<file path="config.mk">
export PLATFORM = sky130hd
export DESIGN_NAME = pipe_hazard_ctrl_flat
export DESIGN_NICKNAME = d
export VERILOG_FILES = /design/src/rtl/pipe_hazard_ctrl_if.sv /design/src/rtl/pipe_hazard_ctrl.sv /design/src/flat_wrapper.sv
export SDC_FILE = /design/constraint.sdc
export NUM_CORES = 1
export LEC_CHECK = 0
export CAP_MARGIN = 15
export CORE_ASPECT_RATIO = 1.5
export CORE_MARGIN = 3
export CORE_UTILIZATION = 52
export CTS_CLUSTER_DIAMETER = 60
export CTS_CLUSTER_SIZE = 8
export DETAILED_ROUTE_END_ITERATION = 8
export PLACE_DENSITY = 0.89
export RECOVER_POWER = 50
export SLEW_MARGIN = 5
export SYNTH_ARGS = -nofsm -noshare
export SYNTH_HDL_FRONTEND = slang
export SYNTH_SLANG_ARGS = --single-unit
</file>
<file path="constraint.sdc">
create_clock -name clk -period 11.44 [get_ports clk]
set_input_delay 3.432 -clock clk [delete_from_list [all_inputs] [get_ports clk]]
set_output_delay 3.432 -clock clk [all_outputs]
set_load 0.01 [all_outputs]
</file>
<file path="src/rtl/pipe_hazard_ctrl_if.sv">
// Hazard request / stage-control bundle between the 5-stage pipeline datapath and its
// stall/flush sequencer. The pipeline side is master; the sequencer is slave.
interface pipe_hazard_ctrl_if;
  logic        icache_miss;
  logic        dcache_miss;
  logic [4:0]  ifid_rs_addr;
  logic [4:0]  ifid_rt_addr;
  logic        idex_mem_r;
  logic [4:0]  idex_rd_addr;
  logic        ex_muldiv;
  logic        mem_redirect;
  logic        mem_syscall;
  logic        mem_eret;
  logic        mem_nop;

  logic        pc_stall;
  logic        ifid_stall;
  logic        ifid_flush;
  logic        idex_stall;
  logic        idex_flush;
  logic        exmem_stall;
  logic        exmem_flush;
  logic        memwb_stall;
  logic        memwb_flush;
  logic [1:0]  pc_sel;
  logic        cp0_exc_w;
  logic [1:0]  ctrl_state;
  logic [31:0] stall_cycles;

  modport master (
    output icache_miss, dcache_miss, ifid_rs_addr, ifid_rt_addr, idex_mem_r,
           idex_rd_addr, ex_muldiv, mem_redirect, mem_syscall, mem_eret, mem_nop,
    input  pc_stall, ifid_stall, ifid_flush, idex_stall, idex_flush, exmem_stall,
           exmem_flush, memwb_stall, memwb_flush, pc_sel, cp0_exc_w, ctrl_state,
           stall_cycles
  );

  modport slave (
    input  icache_miss, dcache_miss, ifid_rs_addr, ifid_rt_addr, idex_mem_r,
           idex_rd_addr, ex_muldiv, mem_redirect, mem_syscall, mem_eret, mem_nop,
    output pc_stall, ifid_stall, ifid_flush, idex_stall, idex_flush, exmem_stall,
           exmem_flush, memwb_stall, memwb_flush, pc_sel, cp0_exc_w, ctrl_state,
           stall_cycles
  );
endinterface

</file>
<file path="src/rtl/pipe_hazard_ctrl.sv">
// Central stall/flush sequencer for the 5-stage pipeline: prioritises D-cache freeze,
// MEM-stage redirects, mul/div EX occupancy, load-use and I-cache bubbles.
module pipe_hazard_ctrl #(
  parameter int MD_LAT = 4,
  parameter int CW     = 4
) (
  input  logic              clk,
  input  logic              reset,
  pipe_hazard_ctrl_if.slave hz
);

  typedef enum logic [1:0] {
    RUN  = 2'd0,
    MISS = 2'd1,
    MDIV = 2'd2
  } state_t;

  typedef enum logic [3:0] {
    EV_NONE,
    EV_DMISS,
    EV_SYSCALL,
    EV_ERET,
    EV_REDIR,
    EV_MDSTART,
    EV_LOADUSE,
    EV_IMISS,
    EV_MDHOLD,
    EV_MDBUSY,
    EV_MDLAST
  } event_t;

  localparam bit            MD_MULTI = (MD_LAT > 1);
  localparam logic [CW-1:0] MD_INIT  = CW'(MD_LAT - 1);

  state_t        state_r, state_nx;
  event_t        ev;
  logic [CW-1:0] md_cnt_r, md_cnt_nx;
  logic [31:0]   stall_cycles_r;
  logic          mem_valid;
  logic          load_use;

  function automatic logic is_load_use(input logic       mem_r,
                                       input logic [4:0] rd,
                                       input logic [4:0] rs,
                                       input logic [4:0] rt);
    return mem_r && (rd != 5'd0) && ((rd == rs) || (rd == rt));
  endfunction

  assign mem_valid = !hz.mem_nop;
  assign load_use  = is_load_use(hz.idex_mem_r, hz.idex_rd_addr,
                                 hz.ifid_rs_addr, hz.ifid_rt_addr);

  // Hazard decode: one winning event per cycle, shared by next-state and output logic.
  // MISS re-evaluates exactly like RUN so the pipeline resumes in the cycle dcache_miss drops.
  always_comb begin
    ev = EV_NONE;
    if (state_r == MDIV) begin
      if (hz.dcache_miss)              ev = EV_MDHOLD;
      else if (md_cnt_r > CW'(1))      ev = EV_MDBUSY;
      else                             ev = EV_MDLAST;
    end else begin
      if (hz.dcache_miss)                      ev = EV_DMISS;
      else if (mem_valid && hz.mem_syscall)    ev = EV_SYSCALL;
      else if (mem_valid && hz.mem_eret)       ev = EV_ERET;
      else if (mem_valid && hz.mem_redirect)   ev = EV_REDIR;
      else if (hz.ex_muldiv && MD_MULTI)       ev = EV_MDSTART;
      else if (load_use)                       ev = EV_LOADUSE;
      else if (hz.icache_miss)                 ev = EV_IMISS;
    end
  end

  // State register stage
  always_ff @(posedge clk or negedge reset) begin
    if (!reset) begin
      state_r        <= RUN;
      md_cnt_r       <= '0;
      stall_cycles_r <= '0;
    end else begin
      state_r  <= state_nx;
      md_cnt_r <= md_cnt_nx;
      if (hz.pc_stall) stall_cycles_r <= stall_cycles_r + 32'd1;
    end
  end

  // Next-state logic
  always_comb begin
    state_nx  = state_r;
    md_cnt_nx = md_cnt_r;
    unique case (ev)
      EV_DMISS:   state_nx = MISS;
      EV_MDHOLD:  state_nx = MDIV;
      EV_MDSTART: begin
        state_nx  = MDIV;
        md_cnt_nx = MD_INIT;
      end
      EV_MDBUSY: begin
        state_nx  = MDIV;
        md_cnt_nx = md_cnt_r - CW'(1);
      end
      EV_MDLAST: begin
        state_nx  = RUN;
        md_cnt_nx = '0;
      end
      default:    state_nx = RUN;
    endcase
  end

  // Output logic; reset forces every control to its idle value without waiting for a clock.
  always_comb begin
    hz.pc_stall    = 1'b0;
    hz.ifid_stall  = 1'b0;
    hz.ifid_flush  = 1'b0;
    hz.idex_stall  = 1'b0;
    hz.idex_flush  = 1'b0;
    hz.exmem_stall = 1'b0;
    hz.exmem_flush = 1'b0;
    hz.memwb_stall = 1'b0;
    hz.memwb_flush = 1'b0;
    hz.pc_sel      = 2'd0;
    hz.cp0_exc_w   = 1'b0;
    if (reset) begin
      unique case (ev)
        EV_DMISS, EV_MDHOLD: begin
          hz.pc_stall    = 1'b1;
          hz.ifid_stall  = 1'b1;
          hz.idex_stall  = 1'b1;
          hz.exmem_stall = 1'b1;
          hz.memwb_stall = 1'b1;
        end
        EV_SYSCALL, EV_ERET, EV_REDIR: begin
          hz.ifid_flush  = 1'b1;
          hz.idex_flush  = 1'b1;
          hz.exmem_flush = 1'b1;
          hz.pc_sel      = (ev == EV_SYSCALL) ? 2'd2 :
                           (ev == EV_ERET)    ? 2'd3 : 2'd1;
          hz.cp0_exc_w   = (ev == EV_SYSCALL);
        end
        // EX keeps the mul/div; EX/MEM receives bubbles until the result is ready.
        EV_MDSTART, EV_MDBUSY: begin
          hz.pc_stall    = 1'b1;
          hz.ifid_stall  = 1'b1;
          hz.idex_stall  = 1'b1;
          hz.exmem_flush = 1'b1;
        end
        EV_LOADUSE: begin
          hz.pc_stall   = 1'b1;
          hz.ifid_stall = 1'b1;
          hz.idex_flush = 1'b1;
        end
        EV_IMISS: begin
          hz.pc_stall   = 1'b1;
          hz.ifid_flush = 1'b1;
        end
        default: ;
      endcase
    end
  end

  assign hz.ctrl_state   = state_r;
  assign hz.stall_cycles = stall_cycles_r;

endmodule

</file>
<file path="src/flat_wrapper.sv">
// flat-port wrapper written by rule: the top's interface ports become plain ports
module pipe_hazard_ctrl_flat 
#(
  parameter int MD_LAT = 4,
  parameter int CW     = 4
)
  (clk, reset, hz_icache_miss, hz_dcache_miss, hz_ifid_rs_addr, hz_ifid_rt_addr, hz_idex_mem_r, hz_idex_rd_addr, hz_ex_muldiv, hz_mem_redirect, hz_mem_syscall, hz_mem_eret, hz_mem_nop, hz_pc_stall, hz_ifid_stall, hz_ifid_flush, hz_idex_stall, hz_idex_flush, hz_exmem_stall, hz_exmem_flush, hz_memwb_stall, hz_memwb_flush, hz_pc_sel, hz_cp0_exc_w, hz_ctrl_state, hz_stall_cycles);
  pipe_hazard_ctrl_if hz_i ();
  input  logic clk;
  input  logic reset;
  input wire logic [$bits(hz_i.icache_miss)-1:0] hz_icache_miss;
  input wire logic [$bits(hz_i.dcache_miss)-1:0] hz_dcache_miss;
  input wire logic [$bits(hz_i.ifid_rs_addr)-1:0] hz_ifid_rs_addr;
  input wire logic [$bits(hz_i.ifid_rt_addr)-1:0] hz_ifid_rt_addr;
  input wire logic [$bits(hz_i.idex_mem_r)-1:0] hz_idex_mem_r;
  input wire logic [$bits(hz_i.idex_rd_addr)-1:0] hz_idex_rd_addr;
  input wire logic [$bits(hz_i.ex_muldiv)-1:0] hz_ex_muldiv;
  input wire logic [$bits(hz_i.mem_redirect)-1:0] hz_mem_redirect;
  input wire logic [$bits(hz_i.mem_syscall)-1:0] hz_mem_syscall;
  input wire logic [$bits(hz_i.mem_eret)-1:0] hz_mem_eret;
  input wire logic [$bits(hz_i.mem_nop)-1:0] hz_mem_nop;
  output wire logic [$bits(hz_i.pc_stall)-1:0] hz_pc_stall;
  output wire logic [$bits(hz_i.ifid_stall)-1:0] hz_ifid_stall;
  output wire logic [$bits(hz_i.ifid_flush)-1:0] hz_ifid_flush;
  output wire logic [$bits(hz_i.idex_stall)-1:0] hz_idex_stall;
  output wire logic [$bits(hz_i.idex_flush)-1:0] hz_idex_flush;
  output wire logic [$bits(hz_i.exmem_stall)-1:0] hz_exmem_stall;
  output wire logic [$bits(hz_i.exmem_flush)-1:0] hz_exmem_flush;
  output wire logic [$bits(hz_i.memwb_stall)-1:0] hz_memwb_stall;
  output wire logic [$bits(hz_i.memwb_flush)-1:0] hz_memwb_flush;
  output wire logic [$bits(hz_i.pc_sel)-1:0] hz_pc_sel;
  output wire logic [$bits(hz_i.cp0_exc_w)-1:0] hz_cp0_exc_w;
  output wire logic [$bits(hz_i.ctrl_state)-1:0] hz_ctrl_state;
  output wire logic [$bits(hz_i.stall_cycles)-1:0] hz_stall_cycles;
  assign hz_i.icache_miss = hz_icache_miss;
  assign hz_i.dcache_miss = hz_dcache_miss;
  assign hz_i.ifid_rs_addr = hz_ifid_rs_addr;
  assign hz_i.ifid_rt_addr = hz_ifid_rt_addr;
  assign hz_i.idex_mem_r = hz_idex_mem_r;
  assign hz_i.idex_rd_addr = hz_idex_rd_addr;
  assign hz_i.ex_muldiv = hz_ex_muldiv;
  assign hz_i.mem_redirect = hz_mem_redirect;
  assign hz_i.mem_syscall = hz_mem_syscall;
  assign hz_i.mem_eret = hz_mem_eret;
  assign hz_i.mem_nop = hz_mem_nop;
  assign hz_pc_stall = hz_i.pc_stall;
  assign hz_ifid_stall = hz_i.ifid_stall;
  assign hz_ifid_flush = hz_i.ifid_flush;
  assign hz_idex_stall = hz_i.idex_stall;
  assign hz_idex_flush = hz_i.idex_flush;
  assign hz_exmem_stall = hz_i.exmem_stall;
  assign hz_exmem_flush = hz_i.exmem_flush;
  assign hz_memwb_stall = hz_i.memwb_stall;
  assign hz_memwb_flush = hz_i.memwb_flush;
  assign hz_pc_sel = hz_i.pc_sel;
  assign hz_cp0_exc_w = hz_i.cp0_exc_w;
  assign hz_ctrl_state = hz_i.ctrl_state;
  assign hz_stall_cycles = hz_i.stall_cycles;
  pipe_hazard_ctrl #(.MD_LAT(MD_LAT), .CW(CW)) u_core (.clk(clk), .reset(reset), .hz(hz_i));
endmodule
</file>
After elaboration in Yosys (flattened, before gate mapping)

Cells that the tools add are included.
W data, S select, Z words.

Mux-type cells: 32
Eq/ne operators: 13
Reductions and logical operators: 18
Add/subtract/negate cells: 2
Order comparisons: 1

Operators by type and width:

| cell                    | number |
|---|---|
| $add A32 B1 Y32 const B | 1 |
| $mux W4                 | 8 |
| $eq A4 B3 Y1 const B    | 4 |
| $mux W1                 | 16 |
| $eq A4 B4 Y1 const B    | 3 |
| $pmux W4 S3             | 1 |
| $reduce_or A4 Y1        | 3 |
| $eq A5 B5 Y1            | 2 |
| $mux W2                 | 5 |
| $reduce_or A5 Y1        | 2 |
| $eq A4 B2 Y1 const B    | 2 |
| $reduce_or A3 Y1        | 2 |
| $reduce_or A6 Y1        | 1 |
| $logic_and A1 B1 Y1     | 5 |
| $reduce_bool A5 Y1      | 1 |
| $eq A4 B1 Y1 const B    | 1 |
| $gt A4 B1 Y1 const B    | 1 |
| $pmux W2 S2             | 1 |
| $sub A4 B1 Y4 const B   | 1 |
| $mux W3                 | 1 |
| $reduce_bool A3 Y1      | 1 |
| $eq A2 B2 Y1 const B    | 1 |
| $reduce_or A2 Y1        | 1 |
| $logic_not A1 Y1        | 1 |
| $logic_or A1 B1 Y1      | 1 |

Output and inout port bits: 46
Bits of input ports: 25
Bits in registers: 38

Logic depth before layout (Yosys ltp)

Gate-level depths: netlist (run 1).

Depth in word-level cells: 15
Mapped depth: 11
Gate-level depth less buffers: 9

Worst setup path after synthesis (run 1)

Ideal clock, no wire load.

Path type: input port to output port
Start: input port hz_idex_rd_addr[0]
End: output port hz_cp0_exc_w
Stages on the path: 7
Arrival: 5.081 ns
Required time: 8.008 ns
Buffers on the path: 1
Slack: 2.927 ns
Cell sequence: or4_4 > o21ai_4 > o2111ai_1 > and2_1 > clkbuf_1 > nor2_1 > and2_1

Cells in the longest elaborated chain, start to end: 14

RTL lines:

| element                                                          | line                    | text |
|---|---|---|
| start: declaration                                               | flat_wrapper.sv:16      | `input wire logic [$bits(hz_i.idex_rd_addr)-1:0] hz_idex_rd_addr;` |
| $eq A5 B5 Y1 / $reduce_bool A5 Y1 (equally long branches)        | pipe_hazard_ctrl.sv:46  | `return mem_r && (rd != 5'd0) && ((rd == rs) \|\| (rd == rt));` |
| $logic_or A1 B1 Y1 / $logic_and A1 B1 Y1 (equally long branches) | pipe_hazard_ctrl.sv:46  |  |
| $logic_and A1 B1 Y1 *                                            | pipe_hazard_ctrl.sv:46  |  |
| $mux W4 *                                                        | pipe_hazard_ctrl.sv:67  | `else if (load_use) ev = EV_LOADUSE;` |
| $mux W4 *                                                        | pipe_hazard_ctrl.sv:66  | `else if (hz.ex_muldiv && MD_MULTI) ev = EV_MDSTART;` |
| $mux W4 *                                                        | pipe_hazard_ctrl.sv:65  | `else if (mem_valid && hz.mem_redirect) ev = EV_REDIR;` |
| $mux W4 *                                                        | pipe_hazard_ctrl.sv:64  | `else if (mem_valid && hz.mem_eret) ev = EV_ERET;` |
| $mux W4 *                                                        | pipe_hazard_ctrl.sv:63  | `else if (mem_valid && hz.mem_syscall) ev = EV_SYSCALL;` |
| $mux W4 *                                                        | pipe_hazard_ctrl.sv:62  | `if (hz.dcache_miss) ev = EV_DMISS;` |
| $mux W4 *                                                        | pipe_hazard_ctrl.sv:57  | `if (state_r == MDIV) begin` |
| $eq A4 B3 Y1, or another cell as far along                       | pipe_hazard_ctrl.sv:122 | `unique case (ev)` |
| $reduce_or A3 Y1                                                 | pipe_hazard_ctrl.sv:122 |  |
| $mux W1 *                                                        | pipe_hazard_ctrl.sv:122 |  |
| $mux W1 *                                                        | pipe_hazard_ctrl.sv:121 | `if (reset) begin` |
| end: declaration                                                 | flat_wrapper.sv:32      | `output wire logic [$bits(hz_i.cp0_exc_w)-1:0] hz_cp0_exc_w;` |

Every way passes the cells marked *; elsewhere a longest branch is shown, timed or not.

Worst setup path after layout (run 1)

Start: input port hz_idex_rd_addr[0]
End: output port hz_pc_stall

Cells in the longest elaborated chain, start to end: 14

RTL lines:

| element                                                          | line                    | text |
|---|---|---|
| $eq A5 B5 Y1 / $reduce_bool A5 Y1 (equally long branches)        | pipe_hazard_ctrl.sv:46  |  |
| $logic_or A1 B1 Y1 / $logic_and A1 B1 Y1 (equally long branches) | pipe_hazard_ctrl.sv:46  |  |
| $logic_and A1 B1 Y1 *                                            | pipe_hazard_ctrl.sv:46  |  |
| $mux W4 *                                                        | pipe_hazard_ctrl.sv:67  |  |
| $mux W4 *                                                        | pipe_hazard_ctrl.sv:66  |  |
| $mux W4 *                                                        | pipe_hazard_ctrl.sv:65  |  |
| $mux W4 *                                                        | pipe_hazard_ctrl.sv:64  |  |
| $mux W4 *                                                        | pipe_hazard_ctrl.sv:63  |  |
| $mux W4 *                                                        | pipe_hazard_ctrl.sv:62  |  |
| $mux W4 *                                                        | pipe_hazard_ctrl.sv:57  |  |
| $eq A4 B3 Y1, or another cell as far along                       | pipe_hazard_ctrl.sv:122 |  |
| $reduce_or A6 Y1 (no source line) *                              | -                       |  |
| $mux W1 *                                                        | pipe_hazard_ctrl.sv:122 |  |
| $mux W1 *                                                        | pipe_hazard_ctrl.sv:121 |  |
| end: declaration                                                 | flat_wrapper.sv:22      | `output wire logic [$bits(hz_i.pc_stall)-1:0] hz_pc_stall;` |

Marked as above.

==> impl_summary.md, run 1 <==
Timing
The post-route clock skew is between 0.008 and 0.009 ns. The worst path in the final design needs a cycle of 9.77 ns, including I/O delays and setup. The maximum clock rate is 102 MHz. The share of the clock period used by the worst path is 85.4%. Across all setup checks in the final design, the least slack found is 1.67 ns.

The transition at the pin with the smallest max-transition slack is between 0.6 and 0.7 ns. Setup repair after global routing left no endpoint under its margin. The worst slew margin relative to its limit is 56.0%. The total count of max-transition violations in the final report is 0. Setup violations remaining at the end of the flow were counted as 0. After routing, the total negative slack on setup checks comes to 0 ns. The number of hold violations in the final report is 0.

Cells and area
The antenna diode instance count is 0. The share of layout cells above drive strength 1 is 8.59%. The count of placed standard cells in the final layout, fillers left out is 390. The total number of nets in the final design is 353.

The total area of sequential cells is 951 µm². The signed area change from the synthesized netlist to the final layout is 33.1%. The footprint of the multi-input gates is 1470 µm². The filler cells instantiated in the layout total roughly 360.

Setup path
The logic depth of the worst register-to-register path is 8. Setup slack on the worst reg-to-reg path comes out at 8.58 ns. The peak fanout along the critical path is 33. STA classifies the critical path endpoint as an output port. The source of the critical timing path is hz_idex_rd_addr[0]. The worst register-to-register path begins at u_core.hz.ctrl_state[0]$_DFF_PN0_. The endpoint of the worst register-to-register path is u_core.hz.stall_cycles[31]$_DFFE_PN0P_.

The end point of the critical path is hz_pc_stall. STA classifies the critical path startpoint as an input port. The critical path is of the in -> out type. Data on the critical path arrives at its endpoint at 6.34 ns. The required time of the critical path is 8.01 ns.

Clock network
Gates resized during post-CTS repair numbered 0. Buffers inserted to repair hold after CTS numbered 0. The TritonCTS clock tree is built. The post-CTS setup buffer count is 0. The clock reaches the later pin of the worst-skew pair after 0.29 ns. The deepest level of the CTS H-tree is 2. In this run the clock root is driven by a sky130_fd_sc_hd__clkbuf_8.

After clock tree synthesis, the clock-pin slew on the worst setup and hold paths is 0.08 ns. CTS saw 38 sinks. The total clock buffers created by CTS is 5.

The maximum buffer depth of the clock tree is 2.

Drt
The wire length on met1 is 2.34 mm. The first-pass iteration count of the detailed router is 4. Dividing the detail-routed wire length by the instance count gives ~16 µm.

The number of remaining DRC errors is 0. The starting DRC count in detailed routing is ~160. The detail route stage leaves a number of antenna-violating nets equal to 0.

The final layout contains routed wiring with a total length of about 6.4 mm. Dividing the detail-routed via count by the number of cells gives between 5 and 6. In the detailed route, the total length drawn on met3 is 388 µm. The number of vias in the routed layout is 2266.

The top metal layer carrying routed signals is met4. Summed over all nets, wire length on met2 after detailed routing comes to 3.48 mm.

Global route
The initial antenna violation count is 0. Summed over all layers, the global routing overflow is 0. The first global-routing pass estimated between 10 and 15 mm of wire. The via count of the first global-routing pass came to 2289. The overall routing resource usage is 22.8%. Entering global routing, the biggest net connects 61 pins.

Power and ir drop
The power density normalized to cell area is 131 nW/µm². For this design the static power due to leakage is 1.55 nW. Across the VDD grid, the largest voltage drop is 0.000102 V. The design draws 0.000440 W.

Synth
Of all flip-flops after synthesis, the portion carrying an async set or reset was 100%. The post-synthesis net count is 290. Yosys printed 0 warnings. The most used flip-flop cell after synthesis is sky130_fd_sc_hd__dfrtp_1. The synthesized area is 2530 µm².

The library cell occupying the most area in the post-synthesis netlist is sky130_fd_sc_hd__dfrtp_1. The number of standard cells after synthesis is 262. After synthesis, the most frequently instantiated cells are sky130_fd_sc_hd__xor2_1, sky130_fd_sc_hd__dfrtp_1, sky130_fd_sc_hd__a21oi_1, sky130_fd_sc_hd__nand2_1, sky130_fd_sc_hd__nand4_1. The number of enable flip-flop cells after synthesis is 0. Counting flops and latches in the post-synthesis netlist gives 38.

After synthesis, the largest area contributor takes up ~38% of total cell area. The number of different library cells in the post-synthesis netlist is 51. The most frequently used cell type in the post-synthesis netlist is sky130_fd_sc_hd__xor2_1.

Sequential cells were found to cover 37.5% of the synthesized design area. A synthesized cell averages around 9.7 µm². After synthesis, the cell types taking the most area are sky130_fd_sc_hd__dfrtp_1, sky130_fd_sc_hd__xor2_1, sky130_fd_sc_hd__a21oi_1.

Die
The initial core utilization is 54.9%. In this run the core area contains 30 standard-cell rows. From bottom edge to top edge, the die measures a little over 90 µm.

The floorplan step defined a die boundary enclosing just under 6000 µm². The placeable core area is 4620 µm². The floorplan step set the die width to 63.0 µm. For this design the top-level I/O count stands at 71.

Run
The number of max-capacitance violations reported is 0.

Place
The number of port buffers is 69. The HPWL after detailed placement is about 4.7 mm. In this run, placement finished with an instance count of 382. At the placement stage, the worst setup path has a slack of ~1.7 ns.

At the end of routability-driven placement, the weighted congestion stood at 0.878.

Run status
The flow ran to the end, and the final reports show no timing, DRC or antenna violations.

Worst hold path
The min-delay analysis places its worst path in the category reg -> reg.
## how the worst min path moves through the flow
| stage | slack, ns | startpoint | to | cells after the start |
|---|---|---|---|---|
| floorplan | 0.50 | u_core.hz.stall_cycles[31]$_DFFE_PN0P_ | u_core.hz.stall_cycles[31]$_DFFE_PN0P_ | 1 |
| global placement | 0.46 | u_core.hz.stall_cycles[31]$_DFFE_PN0P_ | u_core.hz.stall_cycles[31]$_DFFE_PN0P_ | 1 |
| detailed placement | 0.47 | u_core.hz.stall_cycles[31]$_DFFE_PN0P_ | u_core.hz.stall_cycles[31]$_DFFE_PN0P_ | 1 |
| CTS | 0.49 | u_core.hz.stall_cycles[31]$_DFFE_PN0P_ | u_core.hz.stall_cycles[31]$_DFFE_PN0P_ | 1 |
| global route | 0.49 | u_core.hz.stall_cycles[31]$_DFFE_PN0P_ | u_core.hz.stall_cycles[31]$_DFFE_PN0P_ | 1 |
| finish | 0.48 | u_core.hz.stall_cycles[31]$_DFFE_PN0P_ | u_core.hz.stall_cycles[31]$_DFFE_PN0P_ | 1 |
## final cells by class
type                            count  share of cell area, %
Clock buffer                        6                   2.45
Clock inverter                      2                   1.78
Inverter                            7                  0.779
Multi-Input combinational cell    201                   43.5
Sequential cell                    38                   28.2
Tap cell                           64                   2.37
Timing Repair Buffer               72                   21.0
## flip-flops by register name, indices dropped and copies added, names as in the netlist
| register | flops |
|---|---|
| u_core.hz.stall_cycles | 32 |
| u_core.md_cnt_r | 4 |
| u_core.hz.ctrl_state | 2 |
## cells in the final DEF (no fill, tap or decap), types with 2 or more instances in the layout
cell,n
sky130_fd_sc_hd__nor2_1,13
sky130_fd_sc_hd__nand3_1,8
sky130_fd_sc_hd__ha_1,3
sky130_fd_sc_hd__a21oi_1,24
sky130_fd_sc_hd__nand4_1,15
sky130_fd_sc_hd__nand2_1,17
sky130_fd_sc_hd__clkbuf_8,6
sky130_fd_sc_hd__a211oi_1,7
sky130_fd_sc_hd__nand2b_1,4
sky130_fd_sc_hd__buf_4,3
sky130_fd_sc_hd__a2111oi_4,3
sky130_fd_sc_hd__a21boi_0,2
sky130_fd_sc_hd__o22ai_1,2
sky130_fd_sc_hd__nor2b_1,2
sky130_fd_sc_hd__dlygate4sd3_1,22
sky130_fd_sc_hd__clkdlybuf4s50_1,46
sky130_fd_sc_hd__nor3_2,4
sky130_fd_sc_hd__a2111oi_1,2
sky130_fd_sc_hd__and3_1,12
sky130_fd_sc_hd__a211o_1,3
sky130_fd_sc_hd__and4_1,3
sky130_fd_sc_hd__dfrtp_1,38
sky130_fd_sc_hd__and2_1,5
sky130_fd_sc_hd__xnor2_1,2
sky130_fd_sc_hd__xor2_1,42
sky130_fd_sc_hd__o21ai_0,3
sky130_fd_sc_hd__bufinv_16,2
sky130_fd_sc_hd__nor3_1,3
sky130_fd_sc_hd__inv_1,7
## kinds of logic (layout without fill, tap and decap cells)
| family | after synthesis | after routing | share of synthesized area, % |
|---|---|---|---|
| buf+inv | 23 | 87 | 4.64 |
| fa+ha+maj | 3 | 3 | 1.48 |
| compound gates | 60 | 60 | 19.3 |
| flops | 38 | 38 | 37.5 |
| simple gates | 92 | 92 | 21.2 |
| mux | 1 | 1 | 0.444 |
| xor+xnor | 44 | 44 | 15.2 |
| other cells | 1 | 1 | 0.148 |
## metrics by stage
stage | hold WS, ns | instance area (µm²) | utilization [%]
after detailed placement | 0.472 | 3230 | 70.0
after floorplan | 0.504 | 2530 | -
after global routing | 0.492 | 3370 | 73.0
after global placement | 0.461 | 3230 | 70.0
after CTS | 0.485 | 3370 | 73.1
final | 0.480 | 3370 | 73.0
## where the power goes
group	internal, W	switching [W]	total (W)	leakage (nW)
logic	0.0000615	0.0000678	0.000129	0.984
registers	0.000151	0.0000182	0.000170	0.499
clock network	0.0000930	0.0000485	0.000142	0.0714
## worst max-delay path, stage by stage
cell,delay (ns)
sky130_fd_sc_hd__clkdlybuf4s50_1,0.48
sky130_fd_sc_hd__or4_4,0.57
sky130_fd_sc_hd__o21ai_4,0.19
sky130_fd_sc_hd__a2111o_1,0.18
sky130_fd_sc_hd__a21o_4,0.13
sky130_fd_sc_hd__nand3_4,0.35
sky130_fd_sc_hd__a21oi_1,0.40
sky130_fd_sc_hd__clkdlybuf4s50_1,0.59
## per-layer routing
layer  vias up  GRT usage [%]
li1       1071              -
met1      1079           24.8
met2       101           40.4
met3        15           5.57
met4         0           11.2
met5         -              0
No activity file was read; power rests on OpenSTA's default activity.
==> inputs of run 2 (changes only) <==
--- a/config.mk
+++ b/config.mk
@@ -12,6 +12,7 @@
 export CTS_CLUSTER_DIAMETER = 60
 export CTS_CLUSTER_SIZE = 8
 export DETAILED_ROUTE_END_ITERATION = 8
+export HOLD_SLACK_MARGIN = 0.08
 export PLACE_DENSITY = 0.89
 export RECOVER_POWER = 50
 export SLEW_MARGIN = 5
==> constraint.sdc (replaced) <==
create_clock -name clk -period 11.44 [get_ports clk]
set_input_delay 1.716 -clock clk [delete_from_list [all_inputs] [get_ports clk]]
set_output_delay 1.716 -clock clk [all_outputs]
set_load 0.01 [all_outputs]
==> run 2 against run 1 <==
The run now ends with max-capacitance violations, max-slew violations left. Die area stayed put. Flip-flop and latch count stayed put. Fmax is 30% higher. Wire length is 5.7% lower. Via count is 1.8% lower. Register-to-register slack worse by 0.55 ns. Final cell count is 0.51% lower. Combinational power hardly changed. Utilization is 1.0 points lower. Cell area is 1.4% lower. Critical path type unchanged. Largest cell class unchanged. Largest power group unchanged.
==> impl_summary.md, run 2 (synthesis results as in run 1) <==
Run status
The run finished, with violations left. The final reports fail on max-capacitance violations, max-slew violations.

Global route
The total grt overflow was 0 (unchanged). The via count of the first global-routing pass was 2163 (-5.5%). The largest net degree at the start of global routing is 62 (+1.6%). The overall routing resource usage is 21.5% (-1.3 points). The initial antenna violation count is 0 (unchanged).

The first-pass GRT wire length came to 9.97 mm (-5.7%).

Die
The I/O pin count is 71 (unchanged). The number of rows in the core area was 30 (unchanged). The die outline height came to 91.5 µm (unchanged). The initial core utilization came to 54.9% (unchanged). The placeable core area is 4620 µm² (unchanged).

The die width is 63.0 µm (unchanged). The die outline area came to 5760 µm² (unchanged).

Cells and area
The total number of nets in the final design is 351 (-0.57%). The number of flip-flops under the largest register name is 32 (unchanged). The share of layout cells above drive strength 1 is 8.02% (-0.56 points). Leaving out fill and tap cells, the most frequent cells in the layout are sky130_fd_sc_hd__clkdlybuf4s50_1, sky130_fd_sc_hd__xor2_1, sky130_fd_sc_hd__dfrtp_1. Leaving out fill and tap cells, the most frequent cell in the layout is sky130_fd_sc_hd__clkdlybuf4s50_1.

The post-route core utilization is 72.0% (-1.0 points). The antenna diode instance count was 0 (unchanged). The signed area change from the synthesized netlist to the final layout is 31.3%.

Place
The worst setup slack before clock tree synthesis is 4.68 ns (+3.01 ns). The placed wire-length estimate after detailed placement is 4.41 mm (-7.0%). The final RePlAce weighted congestion was 0.974 (+11%). The number of port buffers came to 69 (unchanged).

Drt
The count of antenna-violating nets left after detailed routing is 0 (unchanged). The total wire length after detailed routing is 6.01 mm (-5.7%). The first-pass iteration count of the detailed router is 4 (unchanged). The number of remaining DRC errors was 0 (unchanged). The starting DRC count in detailed routing is 145 (-7.6%). The number of vias per cell after detailed routing was 5.74 (-1.3%). The number of vias in the routed layout is 2226 (-1.8%). The detailed-route wire length per cell is 15.5 µm (-5.2%).

Clock network
The number of buffers inserted for hold repair after clock tree synthesis came to 0 (unchanged). The TritonCTS clock tree is built. The clock edge transition at the registers on the reported setup and hold paths is 0.09 ns (about the same).

The deepest level of the CTS H-tree was 2 (unchanged). The post-CTS setup buffer count was 0 (unchanged). The clock latency reported for the late side of the worst-skew pair was 0.30 ns (about the same). The maximum buffer depth of the clock tree is 2 (unchanged). The root buffer cell is sky130_fd_sc_hd__clkbuf_8. The total number of clock tree sinks is 38 (unchanged). The post-cts gate resize count is 0 (unchanged). The total clock buffers created by CTS is 5 (unchanged).

Setup path
The delay of the slowest cell on the worst path is 1.99 ns (+1.40 ns). The endpoint arrival time on the critical path was 5.77 ns (-0.57 ns). The worst setup slack for register-to-register paths is 8.03 ns (-0.55 ns). The required time of the critical path is 9.72 ns (+1.71 ns). The logic depth of the worst register-to-register path came to 7 (-1). The worst setup path is launched from an input port. The slowest stage of the critical path is the sky130_fd_sc_hd__clkbuf_1 cell. The worst register-to-register path begins at u_core.hz.ctrl_state[0]$_DFF_PN0_. The endpoint of the worst register-to-register path is u_core.hz.stall_cycles[1]$_DFFE_PN0P_. The critical path goes through buf_2 -> clkbuf_1 -> inv_1 -> a21oi_1 -> clkdlybuf4s50_1. The critical path in this run is classified as in -> out.

STA classifies the critical path endpoint as an output port. The peak fanout along the critical path is 61 (+85%).

Timing
The share of the clock period used by the worst path was 65.4% (-20 points). The post-route clock skew came to 0.0119 ns (+0.00294 ns). The total count of max-transition violations in the final report is 62 (+62). The post-layout worst setup margin is 3.95 ns (+2.28 ns). The minimum period implied by the final worst setup slack is 7.49 ns (-2.28 ns).

The transition at the pin with the smallest max-transition slack came to 2.82 ns (+2.16 ns). The worst slew margin relative to its limit is -88.2% (-140 points). The maximum clock rate was 134 MHz (+30%). The aggregate negative setup slack is 0 ns (unchanged). Setup repair after global routing left no endpoint under its margin. The count of endpoints failing setup in the final report is 0 (unchanged). The number of hold violations in the final report is 0 (unchanged).

Power and ir drop
The power density normalized to cell area is 124 nW/µm² (-4.8%). The peak supply drop is 0.0000945 V (-7.7%). The static leakage came to 1.52 nW (-2.0%).

Worst hold path
The worst hold path endpoint is u_core.hz.stall_cycles[29]$_DFFE_PN0P_. The worst hold path depth is 1 (unchanged). The worst hold-check path type is reg -> reg. The startpoint of the lowest-slack hold path is u_core.hz.stall_cycles[29]$_DFFE_PN0P_.

Run
The number of max-capacitance violations reported came to 1 (+1).
run 2: per-layer routing:
metal  up-vias  global-route usage, %  wire length, µm
met5         -                      0                0
met1      1071                   23.7             2290
met3        13                   4.46              300
li1       1062                      -                -
met2        80                   38.2             3250
met4         0                   11.0              165
run 2: per-stage QoR:
stage               instances  hold slack, ns  cell area [µm²]  power, W
floorplan                 262           0.504             2530  0.000245
global placement          380           0.468             3220  0.000299
detailed placement        380           0.480             3220  0.000303
CTS                       388           0.494             3330  0.000420
global route              388           0.512             3330  0.000437
finish                    388           0.487             3330  0.000414
run 2: worst max-delay path, delay by kind of cell:
| kind | cells | cell delay [ns] |
|---|---|---|
| buffers and inverters | 4 | 3.51 |
| AO/OA/AOI/OAI | 1 | 0.52 |
run 2: report_power, final:
part,switching (W),total (W),internal (W)
combinational,0.0000667,0.000127,0.0000604
sequential,0.0000181,0.000169,0.000151
clock,0.0000520,0.000117,0.0000649
total,0.000137,0.000414,0.000277
run 2: layout make-up:
type                            count  area [µm²]
Clock buffer                        5        68.8
Clock inverter                      3        45.0
Fill cell                         358        1290
Inverter                            7        26.3
Multi-Input combinational cell    201        1470
Sequential cell                    38         951
Tap cell                           64        80.1
Timing Repair Buffer               70         689
run 2: worst max-delay path by stage:
stage                             from            to  slack, ns  cells after the start
finish                           reset   hz_pc_stall       3.95                      5
CTS                         hz_mem_nop   hz_pc_stall       4.68                      8
global placement            hz_mem_nop   hz_pc_stall       4.76                      8
global route                     reset   hz_pc_stall       3.37                      5
detailed placement          hz_mem_nop   hz_pc_stall       4.68                      8
floorplan           hz_idex_rd_addr[0]  hz_cp0_exc_w       6.36                      7
==> inputs of run 3 (changes only) <==
--- a/config.mk
+++ b/config.mk
@@ -8,12 +8,12 @@
 export CAP_MARGIN = 15
 export CORE_ASPECT_RATIO = 1.5
 export CORE_MARGIN = 3
-export CORE_UTILIZATION = 52
+export CORE_UTILIZATION = 48
 export CTS_CLUSTER_DIAMETER = 60
 export CTS_CLUSTER_SIZE = 8
 export DETAILED_ROUTE_END_ITERATION = 8
 export HOLD_SLACK_MARGIN = 0.08
-export PLACE_DENSITY = 0.89
+export PLACE_DENSITY = 0.83
 export RECOVER_POWER = 50
 export SLEW_MARGIN = 5
 export SYNTH_ARGS = -nofsm -noshare
==> constraint.sdc (replaced) <==
create_clock -name clk -period 7.61 [get_ports clk]
set_input_delay 1.1415 -clock clk [delete_from_list [all_inputs] [get_ports clk]]
set_output_delay 1.1415 -clock clk [all_outputs]
set_load 0.01 [all_outputs]
==> run 3 against run 2 <==
The run still ends with max-capacitance violations, max-slew violations left. Wire length grew 1.1%. Critical path type unchanged. Largest cell class unchanged. Hold slack lost 0.0066 ns. Clock skew shrank 0.0022 ns. Sequential share of layout area shrank 0.28 points. Highest routed layer unchanged.
==> impl_summary.md, run 3 (synthesis results as in run 1) <==
Setup path
The logic depth of the worst register-to-register path is 8 (+1). The endpoint of the worst register-to-register path is u_core.hz.stall_cycles[31]$_DFFE_PN0P_. The endpoint arrival time on the critical path is 4.06 ns (-1.71 ns).

The worst setup slack for register-to-register paths is 4.78 ns (-3.25 ns). The peak fanout along the critical path is 33 (-46%). The type of element capturing the critical path is an output port. The required time of the critical path came to 6.47 ns (-3.25 ns). The worst setup path is launched from an input port.

The critical path in this run is classified as in -> out. In this run the critical register-to-register path is launched from u_core.hz.ctrl_state[1]$_DFF_PN0_.

Power and ir drop
The peak supply drop was 0.000107 V (+13%). The portion of total power attributed to combinational logic is 29.4% (-1.4 points). The clock share of power was 31.8% (+3.5 points). The power density normalized to cell area was 195 nW/µm² (+57%).

The static leakage is 1.54 nW (+1.3%). The part of the total power dissipated in sequential elements came to 38.8% (-2.2 points). The total power consumption of the routed design is 0.000655 W (+58%).

The switching power is 0.000205 W (+49%). The share of total power consumed by net switching was 31.2% (-1.9 points). The internal portion of total power came to 0.000450 W (+63%).

Timing
The total count of max-transition violations in the final report came to 45 (-27%). The maximum clock rate is 192 MHz. The final critical path takes up between 60% and 70% of the cycle. The transition at the pin with the smallest max-transition slack is 2.00 ns (-0.819 ns). The post-route clock skew is 0.00972 ns (-0.00219 ns). The number of hold violations in the final report came to 0 (unchanged). Setup repair after global routing left no endpoint under its margin. The post-layout worst setup margin is 2.41 ns (-1.55 ns). The aggregate negative setup slack was 0 ns (unchanged). The worst slew margin relative to its limit is -33.6% (+55 points). Subtracting the final worst setup slack from the clock period gives 5.20 ns. The count of endpoints failing setup in the final report is 0 (unchanged).

Clock network
The deepest level of the CTS H-tree is 2 (unchanged). The maximum buffer depth of the clock tree is 2 (unchanged). The clock edge transition at the registers on the reported setup and hold paths is 0.09 ns (about the same). The TritonCTS clock tree is built.

The post-cts gate resize count came to 0 (unchanged). The total number of clock tree sinks was 38 (unchanged). The total clock buffers created by CTS is 5 (unchanged).

The tree is rooted in a sky130_fd_sc_hd__clkbuf_8. The number of buffers inserted for hold repair after clock tree synthesis is 0 (unchanged). The clock latency reported for the late side of the worst-skew pair is 0.30 ns (about the same). The post-CTS setup buffer count is 0 (unchanged).

Place
The worst setup slack before clock tree synthesis is 2.43 ns (-2.25 ns). The number of port buffers is 69 (unchanged). The placed wire-length estimate after detailed placement is 4.44 mm (+0.69%). The final RePlAce weighted congestion was 0.997 (+2.3%). The cell count after placement came to 383 (+0.79%).

Drt
The detailed-route wire length per cell is 15.5 µm (+0.29%). The total wire length after detailed routing is 6.08 mm (+1.1%). The count of antenna-violating nets left after detailed routing is 0 (unchanged). The number of remaining DRC errors is 0 (unchanged).

The starting DRC count in detailed routing is 195 (+34%). The first-pass iteration count of the detailed router is 4 (unchanged). The number of vias in the routed layout is 2244 (+0.81%). The number of vias per cell after detailed routing is 5.74 (about the same).

Run
The number of max-capacitance violations reported is 1 (unchanged).

Global route
The total grt overflow is 0 (unchanged). The initial antenna violation count is 0 (unchanged). The first-pass GRT wire length is 9.98 mm (+0.14%).

The largest net degree at the start of global routing is 45 (-27%). The overall routing resource usage is 20.3% (-1.2 points). The via count of the first global-routing pass is 2162 (-0.046%).

Worst hold path
The worst hold-check path type is reg -> reg. The worst hold path depth is 1 (unchanged). The worst hold path endpoint is u_core.hz.stall_cycles[31]$_DFFE_PN0P_. In this run the most critical hold path is launched from u_core.hz.stall_cycles[31]$_DFFE_PN0P_.

Die
The initial core utilization is 51.0% (-3.8 points). The die outline height came to 95.0 µm (+3.8%). The die width is 65.3 µm (+3.7%). The placeable core area was 4960 µm² (+7.5%). The die outline area is 6200 µm² (+7.6%).

The I/O pin count is 71 (unchanged). The number of rows in the core area is 31 (+3.3%).

Cells and area
The count of placed standard cells in the final layout, fillers left out came to 391 (+0.77%). The total number of nets in the final design is 352 (+0.28%). Leaving out fill and tap cells, the most frequent cells in the layout are sky130_fd_sc_hd__clkdlybuf4s50_1, sky130_fd_sc_hd__xor2_1, sky130_fd_sc_hd__dfrtp_1. The signed area change from the synthesized netlist to the final layout is 32.5%. The leading cell type in the layout, fill and taps excluded is sky130_fd_sc_hd__clkdlybuf4s50_1.

The share of layout cells above drive strength 1 is 8.00% (-0.025 points). The number of flip-flops under the largest register name is 32 (unchanged). The antenna diode instance count came to 0 (unchanged).

Run status
The flow ran to the end, but the final reports show violations. The final reports fail on max-capacitance violations, max-slew violations.
-- run 3: power by group through the flow --
stage          logic [W]  clock network [W]  registers, W
3_3_place_gp    0.000194                  0      0.000257
2_1_floorplan   0.000106                  0      0.000263
3_5_place_dp    0.000198                  0      0.000258
6_report        0.000192           0.000209      0.000254
5_1_grt         0.000212           0.000218      0.000258
4_1_cts         0.000200           0.000211      0.000255
-- run 3: cell type report --
cell class | count | area (µm²)
clock buffers | 5 | 68.8
clock inverters | 3 | 68.8
fillers | 414 | 1610
inverters | 7 | 26.3
multi-input cells | 201 | 1470
flip-flops and latches | 38 | 951
well taps | 66 | 82.6
repair buffers | 71 | 696
-- run 3: how the worst max path moves through the flow --
stage,from,to,slack [ns],depth (start not counted)
global route,hz_idex_rd_addr[0],hz_pc_stall,2.25,8
CTS,hz_idex_rd_addr[0],hz_pc_stall,2.43,8
global placement,hz_idex_rd_addr[0],hz_pc_stall,2.46,8
floorplan,hz_idex_rd_addr[0],hz_cp0_exc_w,3.68,7
finish,hz_idex_rd_addr[0],hz_pc_stall,2.41,8
detailed placement,hz_idex_rd_addr[0],hz_pc_stall,2.43,8
-- run 3: critical path, stage by stage --
cell	delay, ns
sky130_fd_sc_hd__clkdlybuf4s50_1	0.47
sky130_fd_sc_hd__or4_4	0.57
sky130_fd_sc_hd__o21ai_4	0.21
sky130_fd_sc_hd__a2111o_1	0.18
sky130_fd_sc_hd__a21o_4	0.14
sky130_fd_sc_hd__nand3_4	0.35
sky130_fd_sc_hd__a21oi_1	0.39
sky130_fd_sc_hd__clkdlybuf4s50_1	0.60
-- run 3: per-layer routing --
metal | GRT usage (%) | share of wire [%] | vias to the layer above
li1 | - | - | 1070
met1 | 23.6 | 40 | 1087
met2 | 37.1 | 54 | 80
met3 | 3.21 | 4.8 | 7
met4 | 6.92 | 1.3 | 0
met5 | 0 | 0 | -
-- run 3: per-stage QoR --
stage	cell area [µm²]	hold WS, ns	util, %
after floorplan	2530	0.504	-
after global placement	3230	0.457	65.0
after detailed placement	3230	0.471	65.0
after CTS	3360	0.488	67.7
after global routing	3360	0.500	67.6
final	3360	0.480	67.6
